===== config.mk =====
export PLATFORM = sky130hd
export DESIGN_NAME = sd_cmd_phy
export DESIGN_NICKNAME = d
export VERILOG_FILES = /design/src/rtl/sd_cmd_phy.sv
export SDC_FILE = /design/constraint.sdc
export NUM_CORES = 1
export LEC_CHECK = 0
export CAP_MARGIN = 10
export CORE_ASPECT_RATIO = 0.5
export CORE_UTILIZATION = 51
export DETAILED_ROUTE_END_ITERATION = 6
export PLACE_DENSITY = 0.82
export SLEW_MARGIN = 20
export SYNTH_ARGS = -nofsm -noshare
export SYNTH_HDL_FRONTEND = slang
export SYNTH_SLANG_ARGS = --single-unit
export TNS_END_PERCENT = 100

===== constraint.sdc =====
create_clock -name clk_i -period 2.6 [get_ports clk_i]
set_input_delay 0.65 -clock clk_i [delete_from_list [all_inputs] [get_ports clk_i]]
set_output_delay 0.65 -clock clk_i [all_outputs]
set_load 0.02 [all_outputs]

===== src/rtl/sd_cmd_phy.sv =====
// sd_cmd_phy: bit-level SD command line engine.
// Serialises a 48-bit command frame (start, direction, index, argument, CRC7, end)
// on the CMD pin, then optionally receives a 48-bit or 136-bit response with
// Ncr timeout detection and an optional CRC7/end-bit check.
//
// Ports:
//   clk_i, rst_i       system clock, synchronous active-high reset
//   clk_en_i           one-cycle strobe per SD clock period (bit slot)
//   start_i            command request, accepted only while idle
//   cmd_index_i[5:0]   command index
//   cmd_arg_i[31:0]    command argument
//   resp_type_i[1:0]   00 none, 01 48-bit, 10 136-bit, 11 48-bit
//   busy_o, done_o     in-progress flag and one-cycle completion pulse
//   resp_o[127:0]      raw response frame
//   timeout_o          no response start bit within TIMEOUT ticks
//   crc_err_o          response CRC7 mismatch or end bit low
//   cmd_i, cmd_o, cmd_t CMD pin input, output value, tristate (1 = released)
//
// Build option: define SD_CMD_CRC_CHECK_EN to build the response CRC7/end-bit
// check; when undefined crc_err_o is tied low. Transmit CRC is always built.
module sd_cmd_phy #(
    parameter int unsigned TIMEOUT = 64
) (
    input  logic         clk_i,
    input  logic         rst_i,
    input  logic         clk_en_i,
    input  logic         start_i,
    input  logic [5:0]   cmd_index_i,
    input  logic [31:0]  cmd_arg_i,
    input  logic [1:0]   resp_type_i,
    output logic         busy_o,
    output logic         done_o,
    output logic [127:0] resp_o,
    output logic         timeout_o,
    output logic         crc_err_o,
    input  logic         cmd_i,
    output logic         cmd_o,
    output logic         cmd_t
);

    localparam int unsigned CNT_W    = $clog2(TIMEOUT + 1);
    localparam int unsigned RESP_W   = 128;
    localparam logic [5:0]  TX_TOP   = 6'd47;
    // Index of the first bit after the start bit
    localparam logic [7:0]  RX_TOP_S = 8'd46;
    localparam logic [7:0]  RX_TOP_L = 8'd134;

    typedef enum logic [2:0] {
        S_IDLE,
        S_TX,
        S_NCR,
        S_RX,
        S_NCC,
        S_DONE
    } state_t;

    state_t              state_q, state_d;
    logic [5:0]          bit_cnt_q, bit_cnt_d;
    logic [39:0]         tx_sr_q, tx_sr_d;
    logic [6:0]          tx_crc_q, tx_crc_d;
    logic                none_q, none_d;
    logic                long_q, long_d;
    logic [CNT_W-1:0]    ncr_cnt_q, ncr_cnt_d;
    logic [2:0]          ncc_cnt_q, ncc_cnt_d;
    logic [7:0]          rx_cnt_q, rx_cnt_d;
    logic [RESP_W-1:0]   resp_q, resp_d;
    logic                timeout_q, timeout_d;
    logic                cmd_o_q, cmd_o_d;
    logic                cmd_t_q, cmd_t_d;
    logic                busy_q, busy_d;
    logic                done_q, done_d;
`ifdef SD_CMD_CRC_CHECK_EN
    logic [6:0]          rx_crc_q, rx_crc_d;
    logic                crc_err_q, crc_err_d;
`endif

    // One serial step of CRC7 (x^7 + x^3 + 1), MSB first
    function automatic logic [6:0] crc7_step(input logic [6:0] crc, input logic din);
        logic fb;
        fb = crc[6] ^ din;
        return {crc[5:0], 1'b0} ^ (fb ? 7'h09 : 7'h00);
    endfunction

    // Next-state and datapath update; everything advances only on clk_en_i
    // except start capture and the one-cycle DONE exit.
    always_comb begin
        state_d   = state_q;
        bit_cnt_d = bit_cnt_q;
        tx_sr_d   = tx_sr_q;
        tx_crc_d  = tx_crc_q;
        none_d    = none_q;
        long_d    = long_q;
        ncr_cnt_d = ncr_cnt_q;
        ncc_cnt_d = ncc_cnt_q;
        rx_cnt_d  = rx_cnt_q;
        resp_d    = resp_q;
        timeout_d = timeout_q;
        cmd_o_d   = cmd_o_q;
        cmd_t_d   = cmd_t_q;
        busy_d    = busy_q;
        done_d    = 1'b0;
`ifdef SD_CMD_CRC_CHECK_EN
        rx_crc_d  = rx_crc_q;
        crc_err_d = crc_err_q;
`endif

        case (state_q)
            S_IDLE: begin
                cmd_o_d = 1'b1;
                cmd_t_d = 1'b1;
                if (start_i) begin
                    tx_sr_d   = {2'b01, cmd_index_i, cmd_arg_i};
                    tx_crc_d  = 7'h00;
                    bit_cnt_d = TX_TOP;
                    none_d    = (resp_type_i == 2'b00);
                    long_d    = (resp_type_i == 2'b10);
                    resp_d    = '0;
                    timeout_d = 1'b0;
`ifdef SD_CMD_CRC_CHECK_EN
                    crc_err_d = 1'b0;
`endif
                    busy_d    = 1'b1;
                    state_d   = S_TX;
                end
            end

            S_TX: begin
                if (clk_en_i) begin
                    cmd_t_d = 1'b0;
                    if (bit_cnt_q >= 6'd8) begin
                        // Header and argument bits feed the CRC as they go out
                        cmd_o_d  = tx_sr_q[39];
                        tx_sr_d  = {tx_sr_q[38:0], 1'b0};
                        tx_crc_d = crc7_step(tx_crc_q, tx_sr_q[39]);
                    end else if (bit_cnt_q != 6'd0) begin
                        cmd_o_d = tx_crc_q[3'(bit_cnt_q - 6'd1)];
                    end else begin
                        cmd_o_d = 1'b1;
                    end
                    if (bit_cnt_q == 6'd0) begin
                        ncr_cnt_d = '0;
                        ncc_cnt_d = 3'd0;
                        state_d   = none_q ? S_NCC : S_NCR;
                    end else begin
                        bit_cnt_d = bit_cnt_q - 6'd1;
                    end
                end
            end

            S_NCR: begin
                if (clk_en_i) begin
                    cmd_o_d = 1'b1;
                    cmd_t_d = 1'b1;
                    if (!cmd_i) begin
                        rx_cnt_d = long_q ? RX_TOP_L : RX_TOP_S;
`ifdef SD_CMD_CRC_CHECK_EN
                        rx_crc_d = 7'h00;
`endif
                        state_d  = S_RX;
                    end else if (ncr_cnt_q == CNT_W'(TIMEOUT - 1)) begin
                        timeout_d = 1'b1;
                        ncc_cnt_d = 3'd0;
                        state_d   = S_NCC;
                    end else begin
                        ncr_cnt_d = ncr_cnt_q + CNT_W'(1);
                    end
                end
            end

            S_RX: begin
                if (clk_en_i) begin
                    // rx_cnt_q is the frame index of the bit being sampled
                    resp_d = {resp_q[RESP_W-2:0], cmd_i};
`ifdef SD_CMD_CRC_CHECK_EN
                    if (rx_cnt_q >= 8'd8 && rx_cnt_q <= 8'd127) begin
                        rx_crc_d = crc7_step(rx_crc_q, cmd_i);
                    end else if (rx_cnt_q != 8'd0) begin
                        if (cmd_i != rx_crc_q[3'(rx_cnt_q - 8'd1)]) begin
                            crc_err_d = 1'b1;
                        end
                    end else if (!cmd_i) begin
                        crc_err_d = 1'b1;
                    end
`endif
                    if (rx_cnt_q == 8'd0) begin
                        ncc_cnt_d = 3'd0;
                        state_d   = S_NCC;
                    end else begin
                        rx_cnt_d = rx_cnt_q - 8'd1;
                    end
                end
            end

            S_NCC: begin
                if (clk_en_i) begin
                    cmd_o_d = 1'b1;
                    cmd_t_d = 1'b1;
                    if (ncc_cnt_q == 3'd7) begin
                        done_d  = 1'b1;
                        busy_d  = 1'b0;
                        state_d = S_DONE;
                    end else begin
                        ncc_cnt_d = ncc_cnt_q + 3'd1;
                    end
                end
            end

            S_DONE: begin
                state_d = S_IDLE;
            end

            default: begin
                state_d = S_IDLE;
            end
        endcase
    end

    // State and output registers
    always_ff @(posedge clk_i) begin
        if (rst_i) begin
            state_q   <= S_IDLE;
            bit_cnt_q <= 6'd0;
            tx_sr_q   <= 40'd0;
            tx_crc_q  <= 7'h00;
            none_q    <= 1'b0;
            long_q    <= 1'b0;
            ncr_cnt_q <= '0;
            ncc_cnt_q <= 3'd0;
            rx_cnt_q  <= 8'd0;
            resp_q    <= '0;
            timeout_q <= 1'b0;
            cmd_o_q   <= 1'b1;
            cmd_t_q   <= 1'b1;
            busy_q    <= 1'b0;
            done_q    <= 1'b0;
`ifdef SD_CMD_CRC_CHECK_EN
            rx_crc_q  <= 7'h00;
            crc_err_q <= 1'b0;
`endif
        end else begin
            state_q   <= state_d;
            bit_cnt_q <= bit_cnt_d;
            tx_sr_q   <= tx_sr_d;
            tx_crc_q  <= tx_crc_d;
            none_q    <= none_d;
            long_q    <= long_d;
            ncr_cnt_q <= ncr_cnt_d;
            ncc_cnt_q <= ncc_cnt_d;
            rx_cnt_q  <= rx_cnt_d;
            resp_q    <= resp_d;
            timeout_q <= timeout_d;
            cmd_o_q   <= cmd_o_d;
            cmd_t_q   <= cmd_t_d;
            busy_q    <= busy_d;
            done_q    <= done_d;
`ifdef SD_CMD_CRC_CHECK_EN
            rx_crc_q  <= rx_crc_d;
            crc_err_q <= crc_err_d;
`endif
        end
    end

    assign busy_o    = busy_q;
    assign done_o    = done_q;
    assign resp_o    = resp_q;
    assign timeout_o = timeout_q;
    assign cmd_o     = cmd_o_q;
    assign cmd_t     = cmd_t_q;
`ifdef SD_CMD_CRC_CHECK_EN
    assign crc_err_o = crc_err_q;
`else
    assign crc_err_o = 1'b0;
`endif

endmodule


==> reports/results.env, run 1 <==
R2R_SLACK_PS=390
GRT_ANTENNA_BEFORE_REPAIR=0
DIE_H_UM=93.57
FINALHOLDVIOLCOUNT=0
MAXSLEWVIOLCOUNT=0
DETAIL_ROUTE.WIRELENGTH_UM=21450
POST_SYNTH_INSTANCE_AREA_UM2=8553
ANTENNADIODECOUNT=0
CLK_LATENCY_WORST_SKEW_PAIR_PS=490
REG2REGPATHDEPTH=6
POST_SYNTHESIS_SEQUENTIAL_ELEMENT_COUNT=209
SYNTHESIS.INSTANCES=1077
SYNTH-MAIN-FF-CELL='sky130_fd_sc_hd__dfxtp_1'
SYNTHESIS.AREA_PER_INSTANCE_UM2=7.942
STD_CELL_ROWS=33
DIE-AREA_UM2=17320
DR_WL_MET3_UM=1515
MAX_FREQ_MHz=451.7
WORST_SLACK_PS=386.2
TIMING_WORST_SLEW_PIN_VALUE_PS=620.9
DP_WORST_SETUP_SLACK_PS=27.16
RSZ0062_AT_GRT='false'
WORST_SETUP_PATH_END_KIND='flop'
FINALCLOCKSKEW_PS=8.683
CELLPOWERDENSITY_nW_PER_UM2=788.7
LAYOUT.NETS=1268
CRITICAL_PATH.MAX_STAGE_DELAY_PS=580
CTS_BUFFER_DEPTH=3
DETAILROUTE.WIRELENGTH.MET2_UM=10180
DIE_X_UM=185.1
SYNTH.DISTINCT_CELLS=58
DETAIL-ROUTE-ANTENNA-NETS=0
EFFECTIVE_UTILIZATION_AT_FLOORPLAN=0.5218
CTS_REPAIR_RESIZE_COUNT=0
HOLD-PATH-CELL-COUNT=2
DETAIL_ROUTE.WIRELENGTH.MET1_UM=9291
FINALCRITPERIODSHARE=0.8514
CRIT_PATH_CELL_TRACE='inv_1 > ha_1 > xnor2_1 > mux4_2 > a211oi_1 > o21ai_0'
CRIT-REG2REG-LAUNCH='bit_cnt_q[0]'
YS_WARN_COUNT=0
TRITONCTS_CLOCK_TREE='built'
DESIGN.CORE.AREA_UM2=16390
CRITPATHARRIVALTIME_PS=2580
MIN_FROM='tx_sr_q[0]'
SYNTH_MOST_COMMON_CELL='sky130_fd_sc_hd__nand2_1'
NUMBER_OF_GLOBAL_ROUTE_VIAS_BEFORE_REPAIR=7207
MAXIMUM_FANOUT_COUNT_ALONG_THE_CRITICAL_PATH=7
DRTPASS1ITERATIONS=6
CTS.REPORTEDPATHS.CLKPINSLEW_PS=70
TIMING.SETUP.CRITICAL_PATH_CLASS='reg -> reg'
CRITPATHREQUIREDTIME_PS=2970
GRT_PASS1_WL_UM=34490
ASYNC_RESET_FF_FRAC=0
FINAL.SETUP.TNS_PS=0
WORSTSETUPSTARTPOINTTYPE='flop'
REPORT.FINAL.SETUP_VIOL=0
CTSROOTBUFFERMASTER='sky130_fd_sc_hd__clkbuf_16'
GRT.OVERFLOW.TOTAL=0
CTS-BUFFERS-INSERTED=19
MAXSLEWHEADROOM=0.5829
WORST_PATH_MAX_DELAY_CELL='sky130_fd_sc_hd__mux4_2'
SYN2LAYOUT_AREA_GROWTH_PCT=31.55
DP_HPWL_UM=13890
HTREE_LEVELS=1
SYNTH_TOP_AREA_FRAC=0.4892
POST_ROUTE_CELLS_DRIVE_ABOVE_1_SHARE=0.06759
GRT_START_MAX_NET_PINS=124
FINAL_TOTAL_POWER_uW=8874
FINALWORSTPATHREQUIREDPERIOD_PS=2214
FIN_CELLS=1455
NUMPLACEDINSTANCES=1422
CRIT_FAMILY='multiplexers'
DRT-VIAS-PER-INSTANCE=5.613
TOP_METAL_USED='met4'
DETAIL_ROUTE.ITER0.VIOLATIONS=575
SYNTH_SEQUENTIAL_AREA_RATIO=0.4892
MAX-VDD-IR-DROP_mV=0.4176
GRT.TOTAL_USAGE=0.2394
SYNTH_EDF_COUNT=0
DRT_DRC_VIOLATIONS_LEFT=0
NUM_IO_PINS=179
YOSYS.AREA.TOP_TYPE='sky130_fd_sc_hd__dfxtp_1'
I_O_BUFFERS=177
NETS_IN_THE_SYNTHESIZED_NETLIST=1129
CTS-HOLD-FIX-BUFFERS=0
LEAKAGE_uW=0.003792
SYNTH_TOP_CELLS_BY_COUNT='232 x sky130_fd_sc_hd__nand2_1, 209 x sky130_fd_sc_hd__dfxtp_1, 164 x sky130_fd_sc_hd__a21oi_1'
REGTOREGENDPOINT='cmd_o'
DR_TOTAL_VIAS=8167
GPL.FINAL_WEIGHTED_CONGESTION=0.8545
YS_TOP_CELLS_BY_AREA='sky130_fd_sc_hd__dfxtp_1 49%, sky130_fd_sc_hd__nand2_1 10%, sky130_fd_sc_hd__a21oi_1 9.6%'
TIMING.HOLD.WORST_ENDPOINT='tx_sr_q[0]'
CLOCK_SINK_COUNT=209
FIN_WORST_HOLD_SLACK_PS=454.4
MAX_CAP_VIOL_COUNT=0
MIN-DELAY-PATH-CLASS='reg -> reg'
CRITPATHBUFINV=1
POST-CTS-SETUP-BUFFER-COUNT=0
ROUTE.DETAILED.WL_PER_INST_UM=14.74
STATUS='complete, no violations'
[layout make-up]
class                      instances  area (µm²)
multi-input combinational        764        3955
timing repair buffer             212        2186
fill                            1306        5140
clock buffer                      30       586.8
tap                              227       284.0
clock inverter                     3       18.77
inverter                          10       37.54
sequential                       209        4184
[logic make-up after synthesis]
group                      Yosys count  synth area share
adders and majority gates            8           0.01141
AOI/OAI and AO/OA                  256            0.1805
muxes                                9           0.01229
other                                1         0.0004384
xor gates and xnor gates             4          0.004097
and+or+nand+nor                    486            0.2503
buffers and inverters              104           0.05178
DFF                                209            0.4892
[state kept, by name, indices dropped and copies added (netlist names), 3 cells and up]
signal / cells
tx_crc_q: 7
ncc_cnt_q: 3
resp_o: 128
bit_cnt_q: 6
ncr_cnt_q: 7
rx_cnt_q: 8
tx_sr_q: 40
state_q: 3
[worst min-delay path: cells and delay by family, from the launching register on]
| kind | cells | cell delay, ps |
|---|---|---|
| AOI/OAI and AO/OA | 1 | 50 |
| and+or+nand+nor | 1 | 50 |
| DFF | 1 | 310 |
[placed cells by master, fill, tap and decap left out, drive strengths merged, types with 3 or more instances in the layout]
cell,count
nand2,232
dfxtp,209
clkdlybuf4s50,176
a21oi,164
nand3,145
nor2,58
a311oi,42
buf,36
clkbuf,30
o21ai,21
nor3,14
inv,11
or3,9
ha,7
nand2b,6
mux2i,6
a211oi,5
nor2b,4
nand4,4
xor2,3
or3b,3
a31oi,3
[report_power, final]
| part | leakage (µW) | internal (µW) | total (µW) | switching [µW] |
|---|---|---|---|---|
| clock network | 0.000302 | 1550 | 2730 | 1180 |
| registers | 0.00169 | 3480 | 3700 | 222 |
| logic | 0.00180 | 915 | 2440 | 1530 |
| total | 0.00379 | 5940 | 8870 | 2930 |
[layer usage]
layer / global-route usage / vias to the layer above
li1: - / 4015
met1: 0.3054 / 3860
met2: 0.4023 / 249
met3: 0.05880 / 43
met4: 0.06818 / 0
met5: 0 / -
[how the worst max path moves through the flow]
stage,startpoint,endpoint,cells after the start
floorplan,bit_cnt_q[0],ncc_cnt_q[0],7
global placement,start_i,resp_o[25],7
detailed placement,start_i,resp_o[24],7
CTS,bit_cnt_q[0],cmd_o,6
global route,bit_cnt_q[0],cmd_o,6
finish,bit_cnt_q[0],cmd_o,6
[metrics by stage]
stage / util / instance area, µm²
floorplan: - / 8553
global placement: 0.6495 / 10650
detailed placement: 0.6495 / 10650
CTS: 0.6864 / 11250
global route: 0.6864 / 11250
finish: 0.6864 / 11250
Note: power is estimated with default switching activity, not from simulation.
==> run 2, diff against run 1 <==
CORE_MARGIN = 2   (was not set)
==> run 2 against run 1 <==
  * Clock power up 4%
  * Largest power group unchanged
  * Cell count stayed put
  * Wire length is 1.1% higher
  * Power is 1.3% higher
  * Worst setup slack better by 9.7 ps
  * Maximum frequency is 0.44% higher
==> reports/results.env, run 2 (synthesis gave the netlist of run 1 again) <==
STATUS='complete, no violations'
CLOCK_SINK_COUNT=209  # unchanged
FINALCRITPERIODSHARE=0.8477  # -0.003730
FIN_WORST_HOLD_SLACK_PS=447.1  # -7.216 ps
ANTENNADIODECOUNT=0  # unchanged
CRITICAL_PATH.MAX_STAGE_DELAY_PS=760  # +180 ps
SEQ_POWER_SHARE=0.411  # -0.006
CRITPATHBUFINV=0  # -1
CRIT_PATH_CELL_TRACE='nand2b_1 > or3_1 > o21bai_1 > o21ai_0 > o2bb2ai_1'
GPL.FINAL_WEIGHTED_CONGESTION=0.8443  # -1.2%
FINALHOLDVIOLCOUNT=0  # unchanged
CP.DEPTH=5  # -1
GRT_START_MAX_NET_PINS=140  # +13%
COMB_POWER_SHARE=0.272  # -0.003
REG2REGPATHDEPTH=5  # -1
POSTLAYOUTCELLAREA_UM2=11270  # +0.18%
MAXSLEWHEADROOM=0.5473  # -0.03563
COMMONEST_CELLS_AFTER_ROUTING_FILL_AND_TAPS_ASIDE='232 x sky130_fd_sc_hd__nand2_1, 209 x sky130_fd_sc_hd__dfxtp_1, 176 x sky130_fd_sc_hd__clkdlybuf4s50_1'
RSZ0062_AT_GRT='false'
FINALCLOCKSKEW_PS=15.13  # +6.445 ps
GRT.OVERFLOW.TOTAL=0  # unchanged
MOSTFREQUENTLAYOUTCELL='sky130_fd_sc_hd__nand2_1'
MAXSLEWVIOLCOUNT=0  # unchanged
HOLD-PATH-CELL-COUNT=2  # unchanged
CTS.REPORTEDPATHS.CLKPINSLEW_PS=70  # about the same
WORST_SETUP_PATH_END_KIND='flop'
TIMING.HOLD.WORST_ENDPOINT='resp_o[127]'
CLK_LATENCY_WORST_SKEW_PAIR_PS=480  # about the same
DIE_X_UM=187.1  # +1.1%
CRIT-REG2REG-LAUNCH='state_q[1]'
EFFECTIVE_UTILIZATION_AT_FLOORPLAN=0.5218  # unchanged
DESIGN.CORE.AREA_UM2=16390  # unchanged
MAX_CAP_VIOL_COUNT=0  # unchanged
LAYOUT.FILLER_CELLS=1298  # -0.61%
DETAIL_ROUTE.ITER0.VIOLATIONS=527  # -8.3%
CTS-HOLD-FIX-BUFFERS=0  # unchanged
WORSTSETUPSTARTPOINTTYPE='flop'
MAXIMUM_FANOUT_COUNT_ALONG_THE_CRITICAL_PATH=21  # +14
PLACED_AREA_UM2=10640  # about the same
SHARE_CLK_OF_TOTAL_POWER=0.317  # +0.009
DP_HPWL_UM=13970  # +0.56%
CRITPATHREQUIREDTIME_PS=2950  # -20 ps
CORE_OCCUPANCY_IN_THE_FINISHED_LAYOUT=0.6877  # +0.001221
DRTPASS1ITERATIONS=5  # -1
DR_TOTAL_VIAS=8095  # -0.88%
NUM_IO_PINS=179  # unchanged
DIE-AREA_UM2=17890  # +3.2%
NUMBER_OF_GLOBAL_ROUTE_VIAS_BEFORE_REPAIR=7335  # +1.8%
POST-CTS-SETUP-BUFFER-COUNT=0  # unchanged
DETAIL_ROUTE.WIRELENGTH_UM=21690  # +1.1%
STD_CELL_ROWS=33  # unchanged
MAX-VDD-IR-DROP_mV=0.4670  # +12%
FIN_CELLS=1455  # unchanged
ROUTE.DETAILED.WL_PER_INST_UM=14.90  # +1.1%
NUMPLACEDINSTANCES=1423  # +0.070%
DIE_H_UM=95.57  # +2.1%
POWER_SWITCHING_SHARE=0.3276  # -0.002785
GRT.TOTAL_USAGE=0.2323  # -0.007084
CTSROOTBUFFERMASTER='sky130_fd_sc_hd__clkbuf_16'
R2R_SLACK_PS=400  # about the same
NUMBER_OF_FLIP_FLOPS_UNDER_THE_LARGEST_REGISTER_NAME=128  # unchanged
TRITONCTS_CLOCK_TREE='built'
LEAKAGE_uW=0.003796  # +0.12%
MIN_FROM='resp_o[127]'
CRITPATHARRIVALTIME_PS=2550  # -30 ps
TIMING.SETUP.CRITICAL_PATH_CLASS='reg -> reg'
LAYOUT.NETS=1269  # +0.079%
MIN-DELAY-PATH-CLASS='reg -> reg'
POST_ROUTE_CELLS_DRIVE_ABOVE_1_SHARE=0.06922  # +0.001629
DETAIL-ROUTE-ANTENNA-NETS=0  # unchanged
SYN2LAYOUT_AREA_GROWTH_PCT=31.79
CELLPOWERDENSITY_nW_PER_UM2=797.7  # +1.1%
FINAL.SETUP.TNS_PS=0  # unchanged
MAX_FREQ_MHz=453.7  # +0.44%
CTS-BUFFERS-INSERTED=19  # unchanged
CTS_BUFFER_DEPTH=3  # unchanged
DRT-VIAS-PER-INSTANCE=5.564  # -0.88%
SWITCHINGPOWER_uW=2945  # +0.46%
HTREE_LEVELS=1  # unchanged
GRT_ANTENNA_BEFORE_REPAIR=0  # unchanged
GRT_PASS1_WL_UM=35210  # +2.1%
DRT_DRC_VIOLATIONS_LEFT=0  # unchanged
REGTOREGENDPOINT='rx_cnt_q[7]'
TIMING_WORST_SLEW_PIN_VALUE_PS=678.2  # +57.30 ps
I_O_BUFFERS=177  # unchanged
REPORT.FINAL.SETUP_VIOL=0  # unchanged
WORST_PATH_MAX_DELAY_CELL='sky130_fd_sc_hd__dfxtp_1'
CRIT_FAMILY='flip-flops'
CTS_REPAIR_RESIZE_COUNT=0  # unchanged
FINALWORSTPATHREQUIREDPERIOD_PS=2204  # -9.699 ps
POWER_REPORT.INTERNAL_TOTAL_uW=6046  # +1.7%
==> run 2: changes by cell type in the layout (fill, tap and decap cells not counted), sizes merged <==
cell      before  now
buf           36   37
inv           11   10
bufinv         0    2
clkinvlp       0    3
clkbuf        30   25
==> run 2: metrics by stage <==
stage	setup WS [ps]	power (µW)
after floorplan	611.9	5406
after global placement	97.92	6102
after detailed placement	43.37	6182
after CTS	417.0	9040
after global routing	284.2	9466
final	395.9	8991
==> run 2: area by class of cell <==
type | instances | area (µm²) | share of cell area
clock buffer | 25 | 538.0 | 0.04773
clock inverter | 7 | 92.59 | 0.008214
inverter | 10 | 37.54 | 0.003330
multi-input combinational | 764 | 3955 | 0.3509
sequential | 209 | 4184 | 0.3712
tap | 227 | 284.0 | 0.02520
timing repair buffer | 213 | 2181 | 0.1935
==> run 2: power groups by stage <==
stage / clock, µW / combinational (µW) / sequential, µW
after floorplan: 0 / 1730 / 3680
after global placement: 0 / 2360 / 3740
after detailed placement: 0 / 2420 / 3760
after CTS: 2910 / 2440 / 3690
after global routing: 3040 / 2690 / 3730
final: 2850 / 2450 / 3700
==> run 2: worst register-to-register path, cell delays in order, from the launching register on <==
cell	delay, ps
sky130_fd_sc_hd__dfxtp_1	760
sky130_fd_sc_hd__nand2b_1	200
sky130_fd_sc_hd__or3_1	440
sky130_fd_sc_hd__o21bai_1	290
sky130_fd_sc_hd__o21ai_0	280
sky130_fd_sc_hd__o2bb2ai_1	110
==> run 2: worst max path at each step <==
stage	to	from	slack (ps)
after floorplan	ncc_cnt_q[0]	bit_cnt_q[0]	610
after CTS	resp_o[0]	resp_o[0]	420
after global placement	resp_o[107]	start_i	100
after global routing	ncc_cnt_q[0]	bit_cnt_q[0]	280
after detailed placement	rx_cnt_q[7]	clk_en_i	40
final	rx_cnt_q[7]	state_q[1]	400
==> run 2: metal layers <==
layer	track usage	part of all wire
met1	0.2900	0.44
met2	0.4064	0.47
met3	0.05999	0.073
met4	0.05820	0.020
met5	0	0
==> run 3, diff against run 2 <==
clock period = 2.3 ns   (was 2.6 ns; I/O delays follow)
==> run 3 against run 2 <==
  * Via count is 1.1% higher
  * Sequential share of layout area fell by 0.43 points
  * Register-to-register slack worse by 140 ps
  * Flip-flop and latch count unchanged
  * Clock power grew 19%
  * Highest routed layer unchanged
  * Utilization increased by 0.80 points
  * Critical endpoint is now resp_o[125]
  * Non-clock buffer count up 13
  * First-iteration DRC count rose by 3.0%
  * Sequential power rose by 12%
==> reports/results.env, run 3 (synthesis gave the netlist of run 1 again) <==
MULTIINPUTGATEAREA_UM2=3955  # unchanged
CRIT-REG2REG-LAUNCH='bit_cnt_q[1]'
TIMING_WORST_SLEW_PIN_VALUE_PS=576.4  # -101.7 ps
DRTPASS1ITERATIONS=5  # unchanged
FINALWORSTPATHREQUIREDPERIOD_PS=2094
DIE-AREA_UM2=17890  # unchanged
FINALCRITPERIODSHARE=0.9106
STATUS='complete, no violations'
WORST_SETUP_PATH_END_KIND='output port'
DRT_DRC_VIOLATIONS_LEFT=0  # unchanged
CLOCK_SINK_COUNT=209  # unchanged
FINALCLOCKSKEW_PS=25.15  # +10.02 ps
CTSROOTBUFFERMASTER='sky130_fd_sc_hd__clkbuf_16'
GRT.OVERFLOW.TOTAL=0  # unchanged
RSZ0062_AT_GRT='false'
NUMPLACEDINSTANCES=1436  # +0.91%
DR_TOTAL_VIAS=8187  # +1.1%
MAX-VDD-IR-DROP_mV=0.5061  # +8.4%
CRITPATHREQUIREDTIME_PS=1730  # -1220 ps
DETAIL_ROUTE.ITER0.VIOLATIONS=543  # +3.0%
GRT_ANTENNA_BEFORE_REPAIR=0  # unchanged
GRT_START_MAX_NET_PINS=123  # -12%
MIN-DELAY-PATH-CLASS='reg -> reg'
CRIT_START='resp_o[125]'
FIN_CELLS=1472  # +1.2%
FINAL.SETUP.TNS_PS=0  # unchanged
FINALHOLDVIOLCOUNT=0  # unchanged
CRITPATHBUFINV=1  # +1
GRT_PASS1_WL_UM=36380  # +3.3%
DIE_X_UM=187.1  # unchanged
MAXSLEWHEADROOM=0.6157  # +0.06843
EFFECTIVE_UTILIZATION_AT_FLOORPLAN=0.5218  # unchanged
TRITONCTS_CLOCK_TREE='built'
REPORT.FINAL.SETUP_VIOL=0  # unchanged
CTS_BUFFER_DEPTH=3  # unchanged
ANTENNADIODECOUNT=0  # unchanged
LEAKAGE_uW=0.003885  # +2.3%
MAXSLEWVIOLCOUNT=0  # unchanged
CRIT_FAMILY='buffers and inverters'
CTS.REPORTEDPATHS.CLKPINSLEW_PS=70  # about the same
DIE_H_UM=95.57  # unchanged
MAX_FREQ_MHz=477.4
CTS-HOLD-FIX-BUFFERS=0  # unchanged
CRITPATHARRIVALTIME_PS=1520  # -1030 ps
DETAIL-ROUTE-ANTENNA-NETS=0  # unchanged
GPL.FINAL_WEIGHTED_CONGESTION=0.8397  # -0.54%
CRITICAL_PATH.MAX_STAGE_DELAY_PS=670  # -90 ps
LAYOUT.FILLER_CELLS=1262  # -2.8%
REGISTER_AREA_UM2=4184  # unchanged
POST_ROUTE_CELLS_DRIVE_ABOVE_1_SHARE=0.07791  # +0.008693
WORST_SLACK_PS=205.5  # -190.4 ps
ROUTE.DETAILED.WL_PER_INST_UM=14.95  # +0.31%
LAYOUT.NETS=1283  # +1.1%
MAXIMUM_FANOUT_COUNT_ALONG_THE_CRITICAL_PATH=3  # -86%
CLK_LATENCY_WORST_SKEW_PAIR_PS=500  # +20 ps
WORSTSETUPSTARTPOINTTYPE='flop'
FIN_WORST_HOLD_SLACK_PS=449.1  # +2.006 ps
NUM_IO_PINS=179  # unchanged
CELLPOWERDENSITY_nW_PER_UM2=913.1  # +14%
NUMBER_OF_GLOBAL_ROUTE_VIAS_BEFORE_REPAIR=7565  # +3.1%
CRIT_PATH_CELL_TRACE='clkdlybuf4s50_1'
CTS-BUFFERS-INSERTED=20  # +1
DP_HPWL_UM=14140  # +1.2%
MAX_CAP_VIOL_COUNT=0  # unchanged
TIMING.SETUP.CRITICAL_PATH_CLASS='reg -> out'
WORST_PATH_MAX_DELAY_CELL='sky130_fd_sc_hd__clkdlybuf4s50_1'
DETAIL_ROUTE.WIRELENGTH_UM=22010  # +1.5%
MIN_FROM='tx_sr_q[0]'
MOSTFREQUENTLAYOUTCELL='sky130_fd_sc_hd__nand2_1'
DP_WORST_SETUP_SLACK_PS=-166.9  # -210.3 ps
COMMONEST_CELLS_AFTER_ROUTING_FILL_AND_TAPS_ASIDE='232 x sky130_fd_sc_hd__nand2_1, 209 x sky130_fd_sc_hd__dfxtp_1, 176 x sky130_fd_sc_hd__clkdlybuf4s50_1'
NUMBER_OF_FLIP_FLOPS_UNDER_THE_LARGEST_REGISTER_NAME=128  # unchanged
DESIGN.CORE.AREA_UM2=16390  # unchanged
CTS_REPAIR_RESIZE_COUNT=0  # unchanged
GRT.TOTAL_USAGE=0.2403  # +0.008023
SYN2LAYOUT_AREA_GROWTH_PCT=33.32
STD_CELL_ROWS=33  # unchanged
I_O_BUFFERS=177  # unchanged
HTREE_LEVELS=1  # unchanged
POST-CTS-SETUP-BUFFER-COUNT=0  # unchanged
DRT-VIAS-PER-INSTANCE=5.562  # about the same
## run 3: cell types whose count changed in the layout (fill, tap and decap cells not counted), sizes merged
cell	change
buf	+13
clkinvlp	-3
clkbuf	+7
## run 3: where the power goes
part / total [µW] / internal (µW) / leakage (µW) / switching [µW]
registers: 4150 / 3930 / 0.00169 / 221
clock network: 3400 / 2030 / 0.000332 / 1360
logic: 2870 / 1090 / 0.00186 / 1780
## run 3: per-stage QoR
stage / power, µW / util / cell area (µm²)
after global placement: 6955 / 0.6544 / 10730
final: 10410 / 0.6957 / 11400
after global routing: 10980 / 0.6957 / 11400
after CTS: 10480 / 0.6957 / 11400
after floorplan: 6111 / - / 8553
after detailed placement: 7062 / 0.6544 / 10730
## run 3: layout make-up
type	instances	area share
Timing Repair Buffer	226	0.1987
Clock inverter	4	0.006144
Tap cell	227	0.02491
Clock buffer	32	0.05322
Inverter	10	0.003292
Sequential cell	209	0.3669
Multi-Input combinational cell	764	0.3468
## run 3: path summary, 6_finish.rpt
check                                   end  slack [ps]  depth (start not counted)
worst max-delay path            resp_o[125]         210                          1
worst min-delay path             tx_sr_q[0]         450                          2
worst max register to register        cmd_o         260                          6
worst min register to register   tx_sr_q[0]         450                          2
## run 3: per-layer routing
metal  up-vias  global-route usage  wire [µm]  part of all wire
li1       4056                   -          -                 -
met1      3824              0.3051       9508              0.43
met2       265              0.4105      10480              0.48
met3        42             0.06073       1548             0.070
met4         0             0.06944        472             0.021
met5         -                   0          0                 0
